===== src/rtl/spi_frame_sender_if.sv =====
// Buffer read port, SPI pins and frame status of the frame sender.
// The master side is the controller/buffer/slave environment; the slave side is the sender.
interface spi_frame_sender_if;
   logic       START;
   logic [5:0] LEN;
   logic [4:0] ADDR;
   logic       READ;
   logic [7:0] BYTEIN;
   logic       SCK;
   logic       MOSI;
   logic       MISO;
   logic       SS_N;
   logic [7:0] RXBYTE;
   logic       RXVALID;
   logic       BUSY;
   logic       DONE;

   modport master (
      output START, LEN, BYTEIN, MISO,
      input  ADDR, READ, SCK, MOSI, SS_N, RXBYTE, RXVALID, BUSY, DONE
   );

   modport slave (
      input  START, LEN, BYTEIN, MISO,
      output ADDR, READ, SCK, MOSI, SS_N, RXBYTE, RXVALID, BUSY, DONE
   );
endinterface


===== src/rtl/spi_frame_sender.sv =====
// SPI mode-0 master: reads min(LEN,MAX_LEN) buffer bytes and shifts them out MSB first under one SS_N.
// Latency: 3 + 16*CLK_DIV cycles per byte plus CLK_DIV hold cycles; no backpressure, START is ignored while busy.
module spi_frame_sender #(
   parameter int CLK_DIV = 4,
   parameter int MAX_LEN = 32
) (
   input  logic                CLK,
   input  logic                RESET,
   spi_frame_sender_if.slave   bus
);

   typedef enum logic [2:0] {
      IDLE,
      FETCH,
      WAIT,
      LOAD,
      SHIFT_LO,
      SHIFT_HI,
      FINISH
   } state_t;

   localparam logic [7:0] DIV_LAST = 8'(CLK_DIV - 1);
   localparam logic [5:0] LEN_MAX  = 6'(MAX_LEN);

   state_t     state;
   logic [5:0] len_r;
   logic [7:0] tx_sr;
   logic [7:0] rx_sr;
   logic [2:0] bit_cnt;
   logic [7:0] div_cnt;
   logic       div_last;

   assign div_last = (div_cnt == DIV_LAST);

   always_ff @(posedge CLK) begin
      if (!RESET) begin
         state       <= IDLE;
         len_r       <= '0;
         tx_sr       <= '0;
         rx_sr       <= '0;
         bit_cnt     <= '0;
         div_cnt     <= '0;
         bus.SS_N    <= 1'b1;
         bus.SCK     <= 1'b0;
         bus.MOSI    <= 1'b0;
         bus.READ    <= 1'b0;
         bus.ADDR    <= '0;
         bus.BUSY    <= 1'b0;
         bus.DONE    <= 1'b0;
         bus.RXBYTE  <= '0;
         bus.RXVALID <= 1'b0;
      end else begin
         bus.RXVALID <= 1'b0;
         bus.DONE    <= 1'b0;
         case (state)
            IDLE: begin
               if (bus.START && (bus.LEN != 6'd0)) begin
                  state    <= FETCH;
                  bus.BUSY <= 1'b1;
                  bus.SS_N <= 1'b0;
                  bus.ADDR <= '0;
                  bus.READ <= 1'b1;
                  len_r    <= (bus.LEN > LEN_MAX) ? LEN_MAX : bus.LEN;
               end
            end
            FETCH: begin
               bus.READ <= 1'b0;
               state    <= WAIT;
            end
            // Buffer output settles for a full cycle after its READ edge.
            WAIT: state <= LOAD;
            LOAD: begin
               tx_sr    <= bus.BYTEIN;
               bus.MOSI <= bus.BYTEIN[7];
               bit_cnt  <= 3'd7;
               div_cnt  <= '0;
               state    <= SHIFT_LO;
            end
            SHIFT_LO: begin
               if (div_last) begin
                  div_cnt <= '0;
                  bus.SCK <= 1'b1;
                  rx_sr   <= {rx_sr[6:0], bus.MISO};
                  state   <= SHIFT_HI;
               end else begin
                  div_cnt <= div_cnt + 8'd1;
               end
            end
            SHIFT_HI: begin
               if (div_last) begin
                  div_cnt <= '0;
                  bus.SCK <= 1'b0;
                  if (bit_cnt != 3'd0) begin
                     bit_cnt  <= bit_cnt - 3'd1;
                     tx_sr    <= {tx_sr[6:0], 1'b0};
                     bus.MOSI <= tx_sr[6];
                     state    <= SHIFT_LO;
                  end else begin
                     bus.RXBYTE  <= rx_sr;
                     bus.RXVALID <= 1'b1;
                     if ({1'b0, bus.ADDR} == (len_r - 6'd1)) begin
                        state <= FINISH;
                     end else begin
                        bus.ADDR <= bus.ADDR + 5'd1;
                        bus.READ <= 1'b1;
                        state    <= FETCH;
                     end
                  end
               end else begin
                  div_cnt <= div_cnt + 8'd1;
               end
            end
            // SS_N hold time after the last falling SCK edge.
            FINISH: begin
               if (div_last) begin
                  div_cnt  <= '0;
                  bus.SS_N <= 1'b1;
                  bus.DONE <= 1'b1;
                  bus.BUSY <= 1'b0;
                  bus.MOSI <= 1'b0;
                  state    <= IDLE;
               end else begin
                  div_cnt <= div_cnt + 8'd1;
               end
            end
            default: state <= IDLE;
         endcase
      end
   end

endmodule


===== src/flat_wrapper.sv =====
// flat-port wrapper written by rule: the top's interface ports become plain ports
module spi_frame_sender_flat 
#(
   parameter int CLK_DIV = 4,
   parameter int MAX_LEN = 32
)
  (CLK, RESET, bus_START, bus_LEN, bus_BYTEIN, bus_MISO, bus_ADDR, bus_READ, bus_SCK, bus_MOSI, bus_SS_N, bus_RXBYTE, bus_RXVALID, bus_BUSY, bus_DONE);
  spi_frame_sender_if bus_i ();
  input  logic CLK;
  input  logic RESET;
  input wire logic [$bits(bus_i.START)-1:0] bus_START;
  input wire logic [$bits(bus_i.LEN)-1:0] bus_LEN;
  input wire logic [$bits(bus_i.BYTEIN)-1:0] bus_BYTEIN;
  input wire logic [$bits(bus_i.MISO)-1:0] bus_MISO;
  output wire logic [$bits(bus_i.ADDR)-1:0] bus_ADDR;
  output wire logic [$bits(bus_i.READ)-1:0] bus_READ;
  output wire logic [$bits(bus_i.SCK)-1:0] bus_SCK;
  output wire logic [$bits(bus_i.MOSI)-1:0] bus_MOSI;
  output wire logic [$bits(bus_i.SS_N)-1:0] bus_SS_N;
  output wire logic [$bits(bus_i.RXBYTE)-1:0] bus_RXBYTE;
  output wire logic [$bits(bus_i.RXVALID)-1:0] bus_RXVALID;
  output wire logic [$bits(bus_i.BUSY)-1:0] bus_BUSY;
  output wire logic [$bits(bus_i.DONE)-1:0] bus_DONE;
  assign bus_i.START = bus_START;
  assign bus_i.LEN = bus_LEN;
  assign bus_i.BYTEIN = bus_BYTEIN;
  assign bus_i.MISO = bus_MISO;
  assign bus_ADDR = bus_i.ADDR;
  assign bus_READ = bus_i.READ;
  assign bus_SCK = bus_i.SCK;
  assign bus_MOSI = bus_i.MOSI;
  assign bus_SS_N = bus_i.SS_N;
  assign bus_RXBYTE = bus_i.RXBYTE;
  assign bus_RXVALID = bus_i.RXVALID;
  assign bus_BUSY = bus_i.BUSY;
  assign bus_DONE = bus_i.DONE;
  spi_frame_sender #(.CLK_DIV(CLK_DIV), .MAX_LEN(MAX_LEN)) u_core (.CLK(CLK), .RESET(RESET), .bus(bus_i));
endmodule

===== config.mk =====
export PLATFORM = sky130hd
export DESIGN_NAME = spi_frame_sender_flat
export DESIGN_NICKNAME = d
export VERILOG_FILES = /design/src/rtl/spi_frame_sender_if.sv /design/src/rtl/spi_frame_sender.sv /design/src/flat_wrapper.sv
export SDC_FILE = /design/constraint.sdc
export NUM_CORES = 1
export LEC_CHECK = 0
export BUFFER_PORTS_ARGS = -buffer_cell sky130_fd_sc_hd__buf_2
export CAP_MARGIN = 20
export CORE_MARGIN = 2
export CORE_UTILIZATION = 35
export DETAILED_ROUTE_END_ITERATION = 8
export HOLD_SLACK_MARGIN = 0.1
export SLEW_MARGIN = 20
export SYNTH_ARGS = -nofsm -noshare
export SYNTH_HDL_FRONTEND = slang
export SYNTH_SLANG_ARGS = --single-unit

===== constraint.sdc =====
create_clock -name CLK -period 4.5 [get_ports CLK]
set_input_delay 0.9 -clock CLK [delete_from_list [all_inputs] [get_ports CLK]]
set_output_delay 0.9 -clock CLK [all_outputs]
set_load 0.01 [all_outputs]

Yosys cells after proc, flatten, opt, wreduce, memory -nomap -nowiden. Cells that the tools add are included.

Bitwise gates (word level): 1. Magnitude comparators: 1. Reduce and logical (&&, ||, !) cells: 24. Equality and inequality tests: 15. Shift operators: 0. Divide/modulo/power cells: 0. Multiplexer cells: 37. $add $sub $neg: 4. $mul: 0.

Operators with widths (number): 3-bit 2-to-1 mux (8); 3-bit case mux with 7 select lines (1); 5-bit 2-to-1 mux (4); 8-bit case mux with 2 select lines (1); 3-bit AND reduction (5); 7-bit 2-to-1 mux (2); 7-bit case mux with 2 select lines (1); 1-bit 2-to-1 mux (11); 2-bit by 1-bit != test with 1-bit output (second input constant) (5); 5-bit case mux with 2 select lines (1); 5-bit AND reduction (2); 2-bit nonzero test (5); 3-bit == test (second input constant) (3); 3-bit nonzero test (3); 8-bit by 1-bit adder with 8-bit output (second input constant) (1); 8-bit by 2-bit == test with 1-bit output (second input constant) (1); 8-bit 2-to-1 mux (1); 4-bit AND reduction (2); 3-bit by 2-bit == test with 1-bit output (second input constant) (2); 5-bit by 6-bit == test with 1-bit output (1); 6-bit greater-than comparator (second input constant) (1); 6-bit 2-to-1 mux (1); 1-bit case mux with 2 select lines (3); 1-bit case mux with 3 select lines (2); 12 further kinds (15).

Bits in latches: 0. Memory bits (read-only): 0. Register bits: 55. Word-level logic and storage cells: 97. Memories kept: 0. Bits in writable memories: 0.

Logic depth before layout (Yosys ltp).
Word-level depth: 6. Mapped depth: 9.

Worst setup path before layout. OpenSTA, ideal clock, no wires.

Path type: input to register. From: in bus_LEN[3]. To: reg u_core.bus.ADDR[4]. Arrival time: 2112 ps. Cell stages on the path: 7. Slack: 2317 ps. Library setup time: 72 ps. Cell sequence: nor4_1 -> nand2_1 -> nand3_1 -> clkbuf_1 -> buf_1 -> nand3_1 -> mux2i_1.

Longest elaborated chain between the ends: 4.

Ends and longest elaborated chain: start: declaration (RTL line flat_wrapper.sv:12) `input wire logic [$bits(bus_i.LEN)-1:0] bus_LEN;`; 6-bit nonzero test (RTL line spi_frame_sender.sv:57) `if (bus.START && (bus.LEN != 6'd0)) begin`; 1-bit logical AND (RTL line spi_frame_sender.sv:57); 2-bit by 1-bit != test with 1-bit output (no line); 5-bit AND reduction (no line); end signal: assignment (RTL line spi_frame_sender.sv:104) `bus.ADDR <= bus.ADDR + 5'd1;`; end: declaration (RTL line spi_frame_sender_if.sv:25) `output ADDR, READ, SCK, MOSI, SS_N, RXBYTE, RXVALID, BUSY, DONE`.

No other way between the ends. A chain may end at the register's enable or synchronous reset.

Worst setup path after layout.
From: reg u_core.state[0]. To: reg u_core.bit_cnt[2].

Longest elaborated chain between the ends: 3.

Ends and longest elaborated chain: start: declaration (RTL line spi_frame_sender.sv:25) `state_t state;`; start signal: assignment (RTL line spi_frame_sender.sv:37) `state <= IDLE;`; start signal: assignment (RTL line spi_frame_sender.sv:58) `state <= FETCH;`; start signal: assignment (RTL line spi_frame_sender.sv:68) `state <= WAIT;`; 3-bit == test or 3-bit by 2-bit == test with 1-bit output (tied branches) (RTL line spi_frame_sender.sv:55) `case (state)`; 2-bit by 1-bit != test with 1-bit output (no line) or 2-bit nonzero test (tied branches); 3-bit AND reduction (no line); end signal: assignment (RTL line spi_frame_sender.sv:94) `bit_cnt <= bit_cnt - 3'd1;`; end: declaration (RTL line spi_frame_sender.sv:29) `logic [2:0] bit_cnt;`.

Several ways; a longest one is shown, not always the timed one.

==> run summary <==
The number of antenna diodes was 0; the top achievable clock speed was 0.377 GHz. Setup repair after global routing left no endpoint under its margin. Each instance of the synthesized netlist takes up on average 7.98 um2. The signal on the critical path passes through nor2b_1 -> nand2_1 -> o32ai_4 -> nand2_1 -> xnor2_1 -> o21a_1. Counting distinct cell types in the post-synthesis netlist gives 47.

The total of hold buffers inserted after clock tree synthesis was 0. The detailed router finished its first iteration with 66 violations. The logs give 31 for the number of rows created at floorplan and 0 for the max-cap check violation count. 38 I/O pins were placed. Number of antenna violations at the first check in global routing: 0. In this run the tool buffered the top-level ports with 37 buffer cells. The number of resized instances in the post-cts repair step came out at 0. Counting the buffers created by CTS gives 5. For this run, the number of Yosys warnings is 0. The worst IR drop on VDD came out at 0.000154 V. Category of the worst setup path launch point: a flop. For the pin with the worst max-slew slack, the measured transition is 0.741 ns. The root buffer cell chosen for the clock tree is sky130_fd_sc_hd__clkbuf_8.

The stage delay of the slowest cell on the critical path works out to 0.60 ns. The maximum clock path buffer count is 2, and the areal power density over the cells is 341 nW/um2. The routed design has 5650 um of wire. The number of nets handed over by synthesis was 355. By startpoint and endpoint, the worst setup path is classified as reg2reg. After detailed routing, the number of remaining DRC violations is 0. The period utilization is 0.589, and the share of final-layout standard cells stronger than drive strength 1 is 0.156. TritonCTS built the clock tree. For this run, the post-layout net count is 381.

The run gives 0 as the remaining antenna violation count after routing. The die is 91.0 um wide. After detailed routing, the number of vias per cell comes to 5.08.

The placeable core area is 7290 um2. For the cell area after synthesis, the log shows 2650 um2. The clock slew seen by the registers of the worst setup and hold paths came out at 0.11 ns.

In this run the static leakage power is 1.13 nW. In the final timing run, aggregate negative setup slack is 0 ns. Among all stages on the critical path, the largest delay is contributed by sky130_fd_sc_hd__o32ai_4.

The maximum clock skew at final layout came out at 0.0132 ns. The cell that appears most often on the critical path is sky130_fd_sc_hd__nand2_1. The data required time at the worst endpoint was 4.71 ns; the average routed wire per standard cell was 12.3 um. Among all flip-flop cells after synthesis, the most frequent one is sky130_fd_sc_hd__dfxtp_1.

The run gives 55 as the sink count of the clock tree. The class of the worst hold path is reg2reg. After technology mapping, the gate count stands at 332. The synthesized design spends more area on one cell type than any other, namely sky130_fd_sc_hd__dfxtp_1. The total setup violations reported at the end of the flow came out at 0. For the final number of max-transition violations, the log shows 0. After clock tree synthesis, the setup repair step added 0 buffers. The run finished with clean final reports. CTS built an H-tree with a depth of 2. The die covers 8280 um2. The utilization of the core after routing is 0.412, and the share of the yosys chip area belonging to registers is 0.415. The run gives 2073 as the via count of the first global-routing pass. In this run, synthesis inferred 0 flip-flops with an integrated enable. The total half-perimeter wirelength after legalization and detailed placement came out at 3930 um. Relative to the synthesized area, the layout overhead comes to 13.3%.

At the later pin of the worst-skew pair, clock insertion delay measures 0.31 ns. The total iterations of the first detailed-routing run is 4, and the top fanout value on the critical path is 15. The number of hold-slack violations in the final timing report was 0. The overall fraction of global-route tracks in use was 0.137; the wire length of the first global-routing pass was 9400 um. The fraction of registers with async set or reset after synthesis is 0.

The total overflow left after global routing is 0. The post-synthesis sequential element count is 55. Entering global routing, the biggest net connects 43 pins. The area share of the leading cell type in the synthesized netlist was 0.415; the worst setup slack before clock tree synthesis was 1.85 ns.

STA classifies the critical path endpoint as a flop. Across all hold checks on the routed design, the worst slack comes to 0.453 ns. The max-slew headroom at the worst pin was 0.505; the detailed-route via count was 2326. Routability-driven placement finished with a final weighted congestion of 0.779. The final critical-path setup slack was 1.85 ns. Starting utilization of the core area: 0.363. The die outline height is 91.0 um. The time the final worst path needs with I/O delays and setup is 2.65 ns.

Sorting the synthesized cells by area gives the leading types as sky130_fd_sc_hd__dfxtp_1 (42%), sky130_fd_sc_hd__nand2_1 (7.9%), sky130_fd_sc_hd__a21oi_1 (6.8%). STA puts the critical path data arrival time at 2.86 ns.
## synth_stat cells, types with 3 or more instances
master and n:
sky130_fd_sc_hd__o22ai_1 3, sky130_fd_sc_hd__xor2_1 3, sky130_fd_sc_hd__a311oi_1 6, sky130_fd_sc_hd__nor3_1 8, sky130_fd_sc_hd__nand3_1 21, sky130_fd_sc_hd__a21oi_1 36, sky130_fd_sc_hd__dfxtp_1 55, sky130_fd_sc_hd__nor3b_1 10
sky130_fd_sc_hd__or3_1 4, sky130_fd_sc_hd__mux2i_1 3, sky130_fd_sc_hd__inv_1 11, sky130_fd_sc_hd__a31oi_1 3, sky130_fd_sc_hd__clkbuf_1 13, sky130_fd_sc_hd__and3_1 4, sky130_fd_sc_hd__nor3_2 3, sky130_fd_sc_hd__nand2_1 56
sky130_fd_sc_hd__o21ai_0 10, sky130_fd_sc_hd__nor2_1 32, sky130_fd_sc_hd__ha_1 5, sky130_fd_sc_hd__buf_2 4, sky130_fd_sc_hd__xnor2_1 4, sky130_fd_sc_hd__nor2b_1 4
## cells in the final DEF (no fill, tap or decap), drive strengths merged, types with 3 or more instances in the layout
cell | Yosys | final
a21oi | 37 | 37
a311oi | 6 | 6
a31oi | 3 | 3
and3 | 4 | 4
buf | 7 | 39
clkbuf | 13 | 5
dfxtp | 55 | 55
ha | 5 | 5
inv | 11 | 12
mux2i | 3 | 3
nand2 | 56 | 56
nand3 | 21 | 21
nor2 | 32 | 32
nor2b | 4 | 4
nor3 | 11 | 11
nor3b | 10 | 10
o21ai | 10 | 10
o22ai | 3 | 3
or3 | 4 | 4
xnor2 | 4 | 4
xor2 | 3 | 3
## final timing paths
kind / startpoint / to / slack (ns) / cells past startpoint
worst max-delay path: u_core.state[0] / u_core.bit_cnt[2] / 1.85 / 6
worst min-delay path: u_core.bus.BUSY / u_core.bus.BUSY / 0.45 / 2
worst max register to register: u_core.state[0] / u_core.bit_cnt[2] / 1.85 / 6
worst min register to register: u_core.bus.BUSY / u_core.bus.BUSY / 0.45 / 2
## routing by layer
| layer | GRT usage | part of all wire | wire length [um] | vias to the layer above |
|---|---|---|---|---|
| met5 | 0 | 0 | 0 | - |
| met4 | 0.0379 | 0.010 | 57 | 0 |
| met3 | 0.0349 | 0.034 | 192 | 5 |
| met2 | 0.241 | 0.48 | 2730 | 36 |
| met1 | 0.164 | 0.47 | 2660 | 1077 |
| li1 | - | - | - | 1208 |
## critical path, delay by kind of cell, from the launching register on
family	cells	cell delay (ns)
compound gates	2	0.76
xor+xnor	1	0.14
flops	1	0.58
simple gates	3	1.06
## report_power, final
| part | total (W) | internal (W) | switching [W] |
|---|---|---|---|
| clock network | 0.000338 | 0.000168 | 0.000170 |
| registers | 0.000539 | 0.000509 | 0.0000303 |
| logic | 0.000145 | 0.0000569 | 0.0000885 |
| total | 0.00102 | 0.000733 | 0.000289 |
## cell families (layout without fill, tap and decap cells)
| family | Yosys count | in the layout | synth area share |
|---|---|---|---|
| AO/OA/AOI/OAI | 76 | 76 | 0.188 |
| XOR/XNOR | 7 | 7 | 0.0231 |
| adder cells (fa/ha/maj) | 5 | 5 | 0.0236 |
| buffers and inverters | 32 | 59 | 0.0500 |
| flip-flops | 55 | 55 | 0.415 |
| multiplexers | 5 | 5 | 0.0198 |
| AND/OR/NAND/NOR | 152 | 152 | 0.280 |
## cell type report
type | instances | area (um2)
Timing Repair Buffer | 39 | 200
Clock inverter | 3 | 46.3
Sequential cell | 55 | 1100
Multi-Input combinational cell | 245 | 1420
Clock buffer | 5 | 68.8
Tap cell | 99 | 124
Inverter | 12 | 45.0
Fill cell | 795 | 4290
## registers in the layout, summed over array words and instances, names as in the netlist
name	flops
u_core.bus.DONE	1
u_core.rx_sr	8
u_core.bus.RXBYTE	8
u_core.div_cnt	8
u_core.bus.SCK	1
u_core.bit_cnt	3
u_core.tx_sr	7
u_core.bus.SS_N	1
u_core.bus.BUSY	1
u_core.bus.ADDR	5
u_core.bus.READ	1
u_core.bus.RXVALID	1
u_core.bus.MOSI	1
u_core.state	3
u_core.len_r	6
## stage by stage
| stage | total power [W] | instances | instance area, um2 |
|---|---|---|---|
| 5_1_grt | 0.00108 | 458 | 3000 |
| 4_1_cts | 0.00104 | 458 | 3000 |
| 2_1_floorplan | 0.000659 | 332 | 2650 |
| 3_5_place_dp | 0.000697 | 450 | 2890 |
| 6_report | 0.00102 | 458 | 3000 |
| 3_3_place_gp | 0.000693 | 450 | 2890 |
No activity file was read; power rests on OpenSTA's default activity.
